### src/rtl/memory_arbiter_if.sv
// Bundle of fetch, MEM-stage and memory-side signals shared by the arbiter and its environment.
// slave is the arbiter's view; master is the view of the core and memory around it.
interface memory_arbiter_if #(
    parameter int ADDR_WIDTH = 32,
    parameter int DATA_WIDTH = 32
);
    localparam int MASK_WIDTH = DATA_WIDTH / 8;

    logic                  instrRequest;
    logic [ADDR_WIDTH-1:0] instrAddress;
    logic [DATA_WIDTH-1:0] instrReadData;
    logic                  instrDone;
    logic                  isInstructionMemoryBlocked;

    logic                  dataRequest;
    logic                  dataWriteEnable;
    logic [ADDR_WIDTH-1:0] dataAddress;
    logic [DATA_WIDTH-1:0] dataWriteData;
    logic [MASK_WIDTH-1:0] dataWriteMask;
    logic [DATA_WIDTH-1:0] dataReadData;
    logic                  dataDone;
    logic                  isDataMemoryBlocked;

    logic                  memRequest;
    logic                  memWriteEnable;
    logic [ADDR_WIDTH-1:0] memAddress;
    logic [DATA_WIDTH-1:0] memWriteData;
    logic [MASK_WIDTH-1:0] memWriteMask;
    logic [DATA_WIDTH-1:0] memReadData;
    logic                  memReady;
    logic                  memTimeoutError;

    modport slave (
        input  instrRequest, instrAddress,
        output instrReadData, instrDone, isInstructionMemoryBlocked,
        input  dataRequest, dataWriteEnable, dataAddress, dataWriteData, dataWriteMask,
        output dataReadData, dataDone, isDataMemoryBlocked,
        output memRequest, memWriteEnable, memAddress, memWriteData, memWriteMask,
        input  memReadData, memReady,
        output memTimeoutError
    );

    modport master (
        output instrRequest, instrAddress,
        input  instrReadData, instrDone, isInstructionMemoryBlocked,
        output dataRequest, dataWriteEnable, dataAddress, dataWriteData, dataWriteMask,
        input  dataReadData, dataDone, isDataMemoryBlocked,
        input  memRequest, memWriteEnable, memAddress, memWriteData, memWriteMask,
        output memReadData, memReady,
        input  memTimeoutError
    );
endinterface

### src/rtl/memory_arbiter.sv
// Shares one variable-latency memory port between instruction fetch and the MEM stage.
// Data has fixed priority; fetches whose PC moved on while in flight complete silently.
module memory_arbiter #(
    parameter int ADDR_WIDTH     = 32,
    parameter int DATA_WIDTH     = 32,
    parameter int TIMEOUT_CYCLES = 255
) (
    input logic             clk,
    input logic             reset,
    memory_arbiter_if.slave bus
);
    localparam int CNT_W = $clog2(TIMEOUT_CYCLES + 1);
    localparam logic [CNT_W-1:0] LAST_WAIT = CNT_W'(TIMEOUT_CYCLES - 1);

    typedef enum logic [1:0] {
        IDLE,
        BUSY_DATA,
        BUSY_INSTR,
        RESPOND
    } state_t;

    state_t           state;
    logic [CNT_W-1:0] waitCount;
    logic             timeoutNow;
    logic             instrStale;

    // Abort on the wait cycle that brings the counter up to TIMEOUT_CYCLES.
    assign timeoutNow = !bus.memReady && (waitCount == LAST_WAIT);
    assign instrStale = !bus.instrRequest || (bus.instrAddress != bus.memAddress);

    assign bus.isInstructionMemoryBlocked = bus.instrRequest && !bus.instrDone;
    assign bus.isDataMemoryBlocked        = bus.dataRequest && !bus.dataDone;

    always_ff @(posedge clk) begin
        if (reset) begin
            state               <= IDLE;
            waitCount           <= '0;
            bus.memRequest      <= 1'b0;
            bus.memWriteEnable  <= 1'b0;
            bus.memAddress      <= '0;
            bus.memWriteData    <= '0;
            bus.memWriteMask    <= '0;
            bus.instrReadData   <= '0;
            bus.dataReadData    <= '0;
            bus.instrDone       <= 1'b0;
            bus.dataDone        <= 1'b0;
            bus.memTimeoutError <= 1'b0;
        end else begin
            bus.instrDone <= 1'b0;
            bus.dataDone  <= 1'b0;
            case (state)
                IDLE: begin
                    waitCount <= '0;
                    if (bus.dataRequest) begin
                        bus.memRequest     <= 1'b1;
                        bus.memWriteEnable <= bus.dataWriteEnable;
                        bus.memAddress     <= bus.dataAddress;
                        bus.memWriteData   <= bus.dataWriteData;
                        bus.memWriteMask   <= bus.dataWriteMask;
                        state              <= BUSY_DATA;
                    end else if (bus.instrRequest) begin
                        bus.memRequest     <= 1'b1;
                        bus.memWriteEnable <= 1'b0;
                        bus.memAddress     <= bus.instrAddress;
                        bus.memWriteData   <= '0;
                        bus.memWriteMask   <= '0;
                        state              <= BUSY_INSTR;
                    end
                end

                BUSY_DATA: begin
                    if (!bus.memReady) waitCount <= waitCount + 1'b1;
                    if (bus.memReady || timeoutNow) begin
                        bus.memRequest   <= 1'b0;
                        bus.dataDone     <= 1'b1;
                        bus.dataReadData <= (bus.memReady && !bus.memWriteEnable) ? bus.memReadData : '0;
                        if (timeoutNow) bus.memTimeoutError <= 1'b1;
                        state <= RESPOND;
                    end
                end

                BUSY_INSTR: begin
                    if (!bus.memReady) waitCount <= waitCount + 1'b1;
                    if (bus.memReady || timeoutNow) begin
                        bus.memRequest <= 1'b0;
                        if (timeoutNow) bus.memTimeoutError <= 1'b1;
                        // A redirected or withdrawn fetch leaves instrReadData untouched.
                        if (!instrStale) begin
                            bus.instrDone     <= 1'b1;
                            bus.instrReadData <= bus.memReady ? bus.memReadData : '0;
                        end
                        state <= RESPOND;
                    end
                end

                RESPOND: begin
                    waitCount <= '0;
                    state     <= IDLE;
                end

                default: state <= IDLE;
            endcase
        end
    end
endmodule

### src/flat_wrapper.sv
// flat-port wrapper written by rule: the top's interface ports become plain ports
module memory_arbiter_flat 
#(
    parameter int ADDR_WIDTH     = 32,
    parameter int DATA_WIDTH     = 32,
    parameter int TIMEOUT_CYCLES = 255
)
  (clk, reset, bus_instrRequest, bus_instrAddress, bus_instrReadData, bus_instrDone, bus_isInstructionMemoryBlocked, bus_dataRequest, bus_dataWriteEnable, bus_dataAddress, bus_dataWriteData, bus_dataWriteMask, bus_dataReadData, bus_dataDone, bus_isDataMemoryBlocked, bus_memRequest, bus_memWriteEnable, bus_memAddress, bus_memWriteData, bus_memWriteMask, bus_memReadData, bus_memReady, bus_memTimeoutError);
  memory_arbiter_if #(.ADDR_WIDTH(ADDR_WIDTH), .DATA_WIDTH(DATA_WIDTH)) bus_i ();
  input logic clk;
  input logic reset;
  input wire logic [$bits(bus_i.instrRequest)-1:0] bus_instrRequest;
  input wire logic [$bits(bus_i.instrAddress)-1:0] bus_instrAddress;
  output wire logic [$bits(bus_i.instrReadData)-1:0] bus_instrReadData;
  output wire logic [$bits(bus_i.instrDone)-1:0] bus_instrDone;
  output wire logic [$bits(bus_i.isInstructionMemoryBlocked)-1:0] bus_isInstructionMemoryBlocked;
  input wire logic [$bits(bus_i.dataRequest)-1:0] bus_dataRequest;
  input wire logic [$bits(bus_i.dataWriteEnable)-1:0] bus_dataWriteEnable;
  input wire logic [$bits(bus_i.dataAddress)-1:0] bus_dataAddress;
  input wire logic [$bits(bus_i.dataWriteData)-1:0] bus_dataWriteData;
  input wire logic [$bits(bus_i.dataWriteMask)-1:0] bus_dataWriteMask;
  output wire logic [$bits(bus_i.dataReadData)-1:0] bus_dataReadData;
  output wire logic [$bits(bus_i.dataDone)-1:0] bus_dataDone;
  output wire logic [$bits(bus_i.isDataMemoryBlocked)-1:0] bus_isDataMemoryBlocked;
  output wire logic [$bits(bus_i.memRequest)-1:0] bus_memRequest;
  output wire logic [$bits(bus_i.memWriteEnable)-1:0] bus_memWriteEnable;
  output wire logic [$bits(bus_i.memAddress)-1:0] bus_memAddress;
  output wire logic [$bits(bus_i.memWriteData)-1:0] bus_memWriteData;
  output wire logic [$bits(bus_i.memWriteMask)-1:0] bus_memWriteMask;
  input wire logic [$bits(bus_i.memReadData)-1:0] bus_memReadData;
  input wire logic [$bits(bus_i.memReady)-1:0] bus_memReady;
  output wire logic [$bits(bus_i.memTimeoutError)-1:0] bus_memTimeoutError;
  assign bus_i.instrRequest = bus_instrRequest;
  assign bus_i.instrAddress = bus_instrAddress;
  assign bus_instrReadData = bus_i.instrReadData;
  assign bus_instrDone = bus_i.instrDone;
  assign bus_isInstructionMemoryBlocked = bus_i.isInstructionMemoryBlocked;
  assign bus_i.dataRequest = bus_dataRequest;
  assign bus_i.dataWriteEnable = bus_dataWriteEnable;
  assign bus_i.dataAddress = bus_dataAddress;
  assign bus_i.dataWriteData = bus_dataWriteData;
  assign bus_i.dataWriteMask = bus_dataWriteMask;
  assign bus_dataReadData = bus_i.dataReadData;
  assign bus_dataDone = bus_i.dataDone;
  assign bus_isDataMemoryBlocked = bus_i.isDataMemoryBlocked;
  assign bus_memRequest = bus_i.memRequest;
  assign bus_memWriteEnable = bus_i.memWriteEnable;
  assign bus_memAddress = bus_i.memAddress;
  assign bus_memWriteData = bus_i.memWriteData;
  assign bus_memWriteMask = bus_i.memWriteMask;
  assign bus_i.memReadData = bus_memReadData;
  assign bus_i.memReady = bus_memReady;
  assign bus_memTimeoutError = bus_i.memTimeoutError;
  memory_arbiter #(.ADDR_WIDTH(ADDR_WIDTH), .DATA_WIDTH(DATA_WIDTH), .TIMEOUT_CYCLES(TIMEOUT_CYCLES)) u_core (.clk(clk), .reset(reset), .bus(bus_i));
endmodule
### config.mk
export PLATFORM = sky130hd
export DESIGN_NAME = memory_arbiter_flat
export DESIGN_NICKNAME = d
export VERILOG_FILES = /design/src/rtl/memory_arbiter_if.sv /design/src/rtl/memory_arbiter.sv /design/src/flat_wrapper.sv
export SDC_FILE = /design/constraint.sdc
export NUM_CORES = 1
export LEC_CHECK = 0
export CORE_AREA = 2 2 125 127
export DETAILED_ROUTE_END_ITERATION = 7
export DIE_AREA = 0 0 127 129
export PLACE_DENSITY = 0.77
export SETUP_SLACK_MARGIN = 0.4
export SYNTH_ARGS = -nofsm -noshare
export SYNTH_HDL_FRONTEND = slang
export SYNTH_SLANG_ARGS = --single-unit
export TNS_END_PERCENT = 20
### constraint.sdc
create_clock -name clk -period 2.05 [get_ports clk]
set_input_delay 0.205 -clock clk [delete_from_list [all_inputs] [get_ports clk]]
set_output_delay 0.205 -clock clk [all_outputs]
set_load 0.02 [all_outputs]
* After elaboration in Yosys (flattened, before gate mapping)
Cells that the tools add are included.
** Cells by class
- Add/subtract/negate cells :: 1
- Equality and inequality tests :: 8
- Multiplexer cells :: 22
- Bitwise logic cells :: 4
- Reduce and logical (&&, ||, !) cells :: 24
** Operators by type and width (number)
- 32-bit 2-to-1 mux :: 6
- 32-bit inequality test :: 1
- 8-bit case mux with 2 select lines :: 1
- 3-bit AND reduction :: 3
- 8-bit by 1-bit adder with 8-bit output, second input constant :: 1
- 8-bit == test, second input constant :: 1
- 4-bit 2-to-1 mux :: 2
- 8-bit 2-to-1 mux :: 1
- 1-bit 2-to-1 mux :: 7
- 2-bit 2-to-1 mux :: 3
- 2-bit case mux with 3 select lines :: 1
- 2-bit AND reduction :: 3
- 2-bit OR reduction :: 3
- 1-bit logical NOT :: 5
- 2-bit == test, second input constant :: 2
- 1-bit logical AND :: 4
- 1-bit NOT :: 4
- 2-bit nonzero test :: 2
- 3-bit inequality test, second input constant :: 1
- 3-bit OR reduction :: 1
- 2-bit by 1-bit == test with 1-bit output, second input constant :: 1
- 2-bit logical NOT :: 1
- 1-bit logical OR :: 2
- 2-bit by 1-bit inequality test with 1-bit output, second input constant :: 1
- 2 further kinds :: 2
** Word-level totals
- Register bits after elaboration :: 147
- Input port bits :: 138
- Output and inout port bits :: 139
- Word-level logic and storage cells :: 71

* Logic depth before layout (Yosys ltp)
- Word-level depth :: 5
- Mapped depth :: 8
- Depth with buffers taken out :: 7

* Worst setup path after synthesis
Ideal clock, no wire load.
- Path type :: register to register
- From :: register u_core.bus.memAddress[22]
- To :: register u_core.bus.instrReadData[10]
- Setup time :: 0.072 ns
- Data arrival time :: 1.633 ns
- Data required time :: 1.978 ns
- Setup slack :: 0.345 ns
- Cell stages (with the launch flop) :: 8
- Path buffers :: 2
- Clock period less this slack :: 1.705 ns
- Cell sequence :: dfxtp_1 xnor2_1 nand4_1 nor4_1 o2111a_1 buf_6 buf_12 mux2i_1
** Between the ends
- Longest elaborated chain between the ends :: 4
** RTL lines
- start: declaration :: line memory_arbiter_if.sv:38 : output memRequest, memWriteEnable, memAddress, memWriteData, memWriteMask,
- start signal: assignment :: line memory_arbiter.sv:57 : bus.memAddress <= bus.dataAddress;
- start signal: assignment :: line memory_arbiter.sv:64 : bus.memAddress <= bus.instrAddress;
- 32-bit inequality test :: line memory_arbiter.sv:29 : assign instrStale = !bus.instrRequest || (bus.instrAddress != bus.memAddress);
- 1-bit logical OR :: line memory_arbiter.sv:29
- 1-bit NOT (no source line)
- 3-bit AND reduction (no source line)
- end signal: assignment :: line memory_arbiter.sv:90 : bus.instrReadData <= bus.memReady ? bus.memReadData : '0;
- end: declaration :: line memory_arbiter_if.sv:35 : output instrReadData, instrDone, isInstructionMemoryBlocked,
No other way between the ends.
A chain may end at the register's enable or synchronous reset.

* Worst setup path after layout
- From :: register u_core.bus.memAddress[0]
- To :: register u_core.bus.instrReadData[15]
Same word-level chain as after synthesis.

==> results.txt <==
The run finished with clean final reports. The library cells used most frequently in the layout, excluding fill and tap cells, are 272 x clkdlybuf4s50_1, 127 x dfxtp_1, 102 x nand2_1. The clock net sink count came out at 147. Dividing the final minimum period by the clock period gives 0.950. The worst relative slew slack came out at 0.725. The count of cells along the worst hold path is 2. The count of max-cap constraint violations is 0.

The cell count after synthesis came out at 679. The post-synthesis net count is 822. For this design the top-level I/O count stands at 277. The initial antenna violation count came out at 0.

The synthesized flop and latch total is 147. The path with the worst hold slack has its endpoint at u_core.bus.dataReadData[28]. The fraction of the mapped netlist area in simple logic gates is 0.188. The worst setup slack for register-to-register paths came out at 100 ps. The overall global routing resource usage came out at 0.236.

After floorplanning, the core was divided into 45 placement rows. After synthesis, the largest family of logic cells by area is simple AND/OR/NAND/NOR gates. The count of nets left with antenna violations after detail routing came out at 0. The number of cells traversed by the worst register-to-register path is 7. The cell at the slowest stage of the critical path is o2111a_2. In this design, the stage delay of the slowest critical-path cell is 360 ps. The peak supply drop came out at 0.627 mV. In the final layout, the multi-input gates occupy 3050 um^2.

The hold violation count in the final report is 0. The min-delay analysis places its worst path in the category primary input to flop. The post-cts hold buffer count is 0. The power per cell area is 1040 nW/um^2. The region available for standard cell placement spans 15000 um^2. Setup repair after global routing could not meet its margin everywhere. In this run the vertical extent of the chip is 129 um. The launch point of the worst hold path is reset.

Relative to the synthesized area, the layout overhead comes to 59.8%. The number of warning messages in the yosys log came out at 0. Setup slack closes at 102 ps. The maximum number of pins on one net before global-route repair came out at 85. The post-route clock skew is 6.69 ps. The endpoint identified for the worst register-to-register timing path is u_core.bus.instrReadData[15]. The portion of the post-synthesis area used by sequential elements is 0.474. The via count of the routed design is 5970. The worst setup path is launched from a flop.

The summed area of non-filler cells in the final layout came out at 9920 um^2. The initial standard-cell utilization of the core came out at 0.414. The width of the die came out at 127 um. The overall die area came out at 16400 um^2. The wire length per cell came out at 17.1 um. The critical path is of the flop to flop type.

Clock tree synthesis selected as its root buffer the cell clkbuf_16. Setup violations remaining at the end of the flow were counted as 0. The HPWL reported at the end of detailed placement is 13400 um. The data arrival time of the worst path is 2290 ps. The ratio of cells with drive above 1 in the final layout is 0.0941.

The total wirelength of the detailed-routed design came out at 19600 um. In this run, the number of DRC markers left after iteration 0 of detailed routing was 305. The filler cells instantiated in the layout total 1231. The via count of the first global-routing pass was 6004.

The clock reaches the later pin of the worst-skew pair after 410 ps. Dividing the synthesized area by the synthesized cell count gives 9.14 um^2. After detailed routing, the number of remaining DRC violations is 0. After synthesis, the netlist uses 33 different library cells.

The number of iterations in the first detailed-routing pass is 5. The start of the worst register-to-register path is u_core.bus.memAddress[0]. The cell area after technology mapping came out at 6210 um^2.

0 antenna diodes ended up in the layout. The complex-gate fraction of the synthesized area came out at 0.121. The highest net fanout along the worst path is 8.

The total grt overflow came out at 0. Across the whole layout, storage elements account for 2970 um^2. In the final design database the tool counted 1086 nets. The total number of H-tree levels is 4. The time the final worst path needs with I/O delays and setup came out at 1950 ps. The data required time at the worst endpoint came out at 2390 ps. The critical path goes through xnor2_2 -> nand4_1 -> nor4_2 -> o2111a_2 -> buf_12 -> buf_16 -> mux2i_1. The type of destination of the critical path is a flop. The power consumption is 10.3 mW. The maximum buffer depth of the clock tree is 2. The average vias per placed instance came out at 5.22. The final count of pins violating max slew is 0.

The highest clock rate came out at 0.513 GHz. TritonCTS built the clock tree. The parity-gate share of the synthesized area counting xor and xnor cells is 0.0550.

The pre-CTS setup slack came out at -232 ps. For the pin with the worst max-slew slack, the measured transition is 413 ps. Measured against the total synthesized area, the mux share comes to 0.103.

The final weighted congestion of routability-driven global placement came out at 0.779. The count of buffers from port buffering came out at 276. In this run the cell area measured after placement is 9130 um^2. The number of clock buffers inserted by TritonCTS is 17. The first global-routing pass estimated 30600 um of wire. After clock tree synthesis, the clock-pin slew on the worst setup and hold paths is 60 ps. The adder-cell share of the synthesized area came out at 0.0101. Leaving out fill and tap cells, the most frequent cell in the layout is clkdlybuf4s50_1. The static power due to leakage came out at 3.56 nW.
-- cells in the mapped netlist, drive strengths merged --
cell | instances | area (um^2)
a211oi | 33 | 248
a21oi | 34 | 170
a221oi | 1 | 8.76
a22oi | 37 | 278
and2 | 1 | 6.26
buf | 21 | 148
clkbuf | 35 | 131
dfxtp | 147 | 2940
ha | 5 | 62.6
inv | 6 | 22.5
mux2i | 64 | 641
nand2 | 102 | 383
nand2b | 1 | 6.26
nand3 | 5 | 25.0
nand4 | 8 | 50.1
nand4b | 32 | 280
nor2 | 86 | 325
nor2b | 6 | 37.5
nor3 | 6 | 30.0
nor3b | 1 | 7.51
nor4 | 2 | 12.5
o2111a | 1 | 11.3
o2111ai | 1 | 8.76
o21ai | 4 | 23.8
or3 | 1 | 6.26
xnor2 | 34 | 298
xor2 | 5 | 43.8
-- worst max path at each step --
stage | from | to | slack, ps | cells past startpoint
after detailed placement | bus_instrAddress[27] | u_core.bus.instrReadData[24] | -230 | 8
after global routing | u_core.bus.memAddress[9] | u_core.bus.instrReadData[26] | -40 | 7
final | u_core.bus.memAddress[0] | u_core.bus.instrReadData[15] | 100 | 7
after CTS | u_core.bus.memAddress[30] | u_core.bus.instrReadData[25] | 200 | 7
after floorplan | u_core.bus.memAddress[28] | u_core.bus.instrReadData[10] | 400 | 7
after global placement | bus_instrAddress[27] | u_core.bus.instrReadData[5] | -190 | 8
-- worst max-delay path: cells and delay by family (launching register included) --
family          cells  cell delay, ps
flops               1             340
compound gates      1             360
mux                 1             190
buf+inv             2             280
xor+xnor            1             170
simple gates        2             520
-- layer usage --
metal | wire length (um) | track usage
met2 | 9460 | 0.398
met4 | 385 | 0.0853
met3 | 1550 | 0.0802
met1 | 8210 | 0.282
met5 | 0 | 0
-- registers in the layout, summed over array words and instances, names as in the netlist --
| signal | count |
|---|---|
| u_core.bus.memWriteEnable | 1 |
| u_core.bus.dataReadData | 32 |
| u_core.bus.instrDone | 1 |
| u_core.waitCount | 8 |
| u_core.bus.memAddress | 32 |
| u_core.state | 2 |
| u_core.bus.memWriteData | 32 |
| u_core.bus.memWriteMask | 4 |
| u_core.bus.memTimeoutError | 1 |
| u_core.bus.memRequest | 1 |
| u_core.bus.dataDone | 1 |
| u_core.bus.instrReadData | 32 |
-- per-stage QoR --
step,TNS [ps],hold slack [ps],utilization,cells
2_1_floorplan,0,347,-,679
3_3_place_gp,-5870,438,0.610,1103
3_5_place_dp,-6240,445,0.610,1103
4_1_cts,0,171,0.660,1143
5_1_grt,-249,187,0.662,1144
6_report,0,184,0.662,1144
-- power breakdown --
group | total [mW] | internal (mW) | leakage [nW] | switching, mW
sequential | 3.63 | 3.31 | 1.21 | 0.322
combinational | 3.64 | 1.70 | 2.08 | 1.93
clock | 3.00 | 1.82 | 0.275 | 1.18
total | 10.3 | 6.83 | 3.56 | 3.44
-- cell type report --
class	instances	area share
inverters	6	0.00227
clock inverters	9	0.0106
well taps	188	0.0237
flip-flops and latches	147	0.299
multi-input cells	470	0.307
clock buffers	23	0.0462
repair buffers	301	0.310
-- cells by family after synthesis --
group | Yosys count
AO/OA/AOI/OAI | 111
XOR/XNOR | 39
adder cells (fa/ha/maj) | 5
buffers and inverters | 62
flip-flops | 147
multiplexers | 64
AND/OR/NAND/NOR | 251
-- repair_timing --
item / CTS / global route
cloned: 3 / 0
gates resized for setup: 19 / 5
pin swaps: 14 / 5
buffers inserted: 5 / 1
setup endpoints to repair: 48 / 111
(Power assumes the default switching activity.)
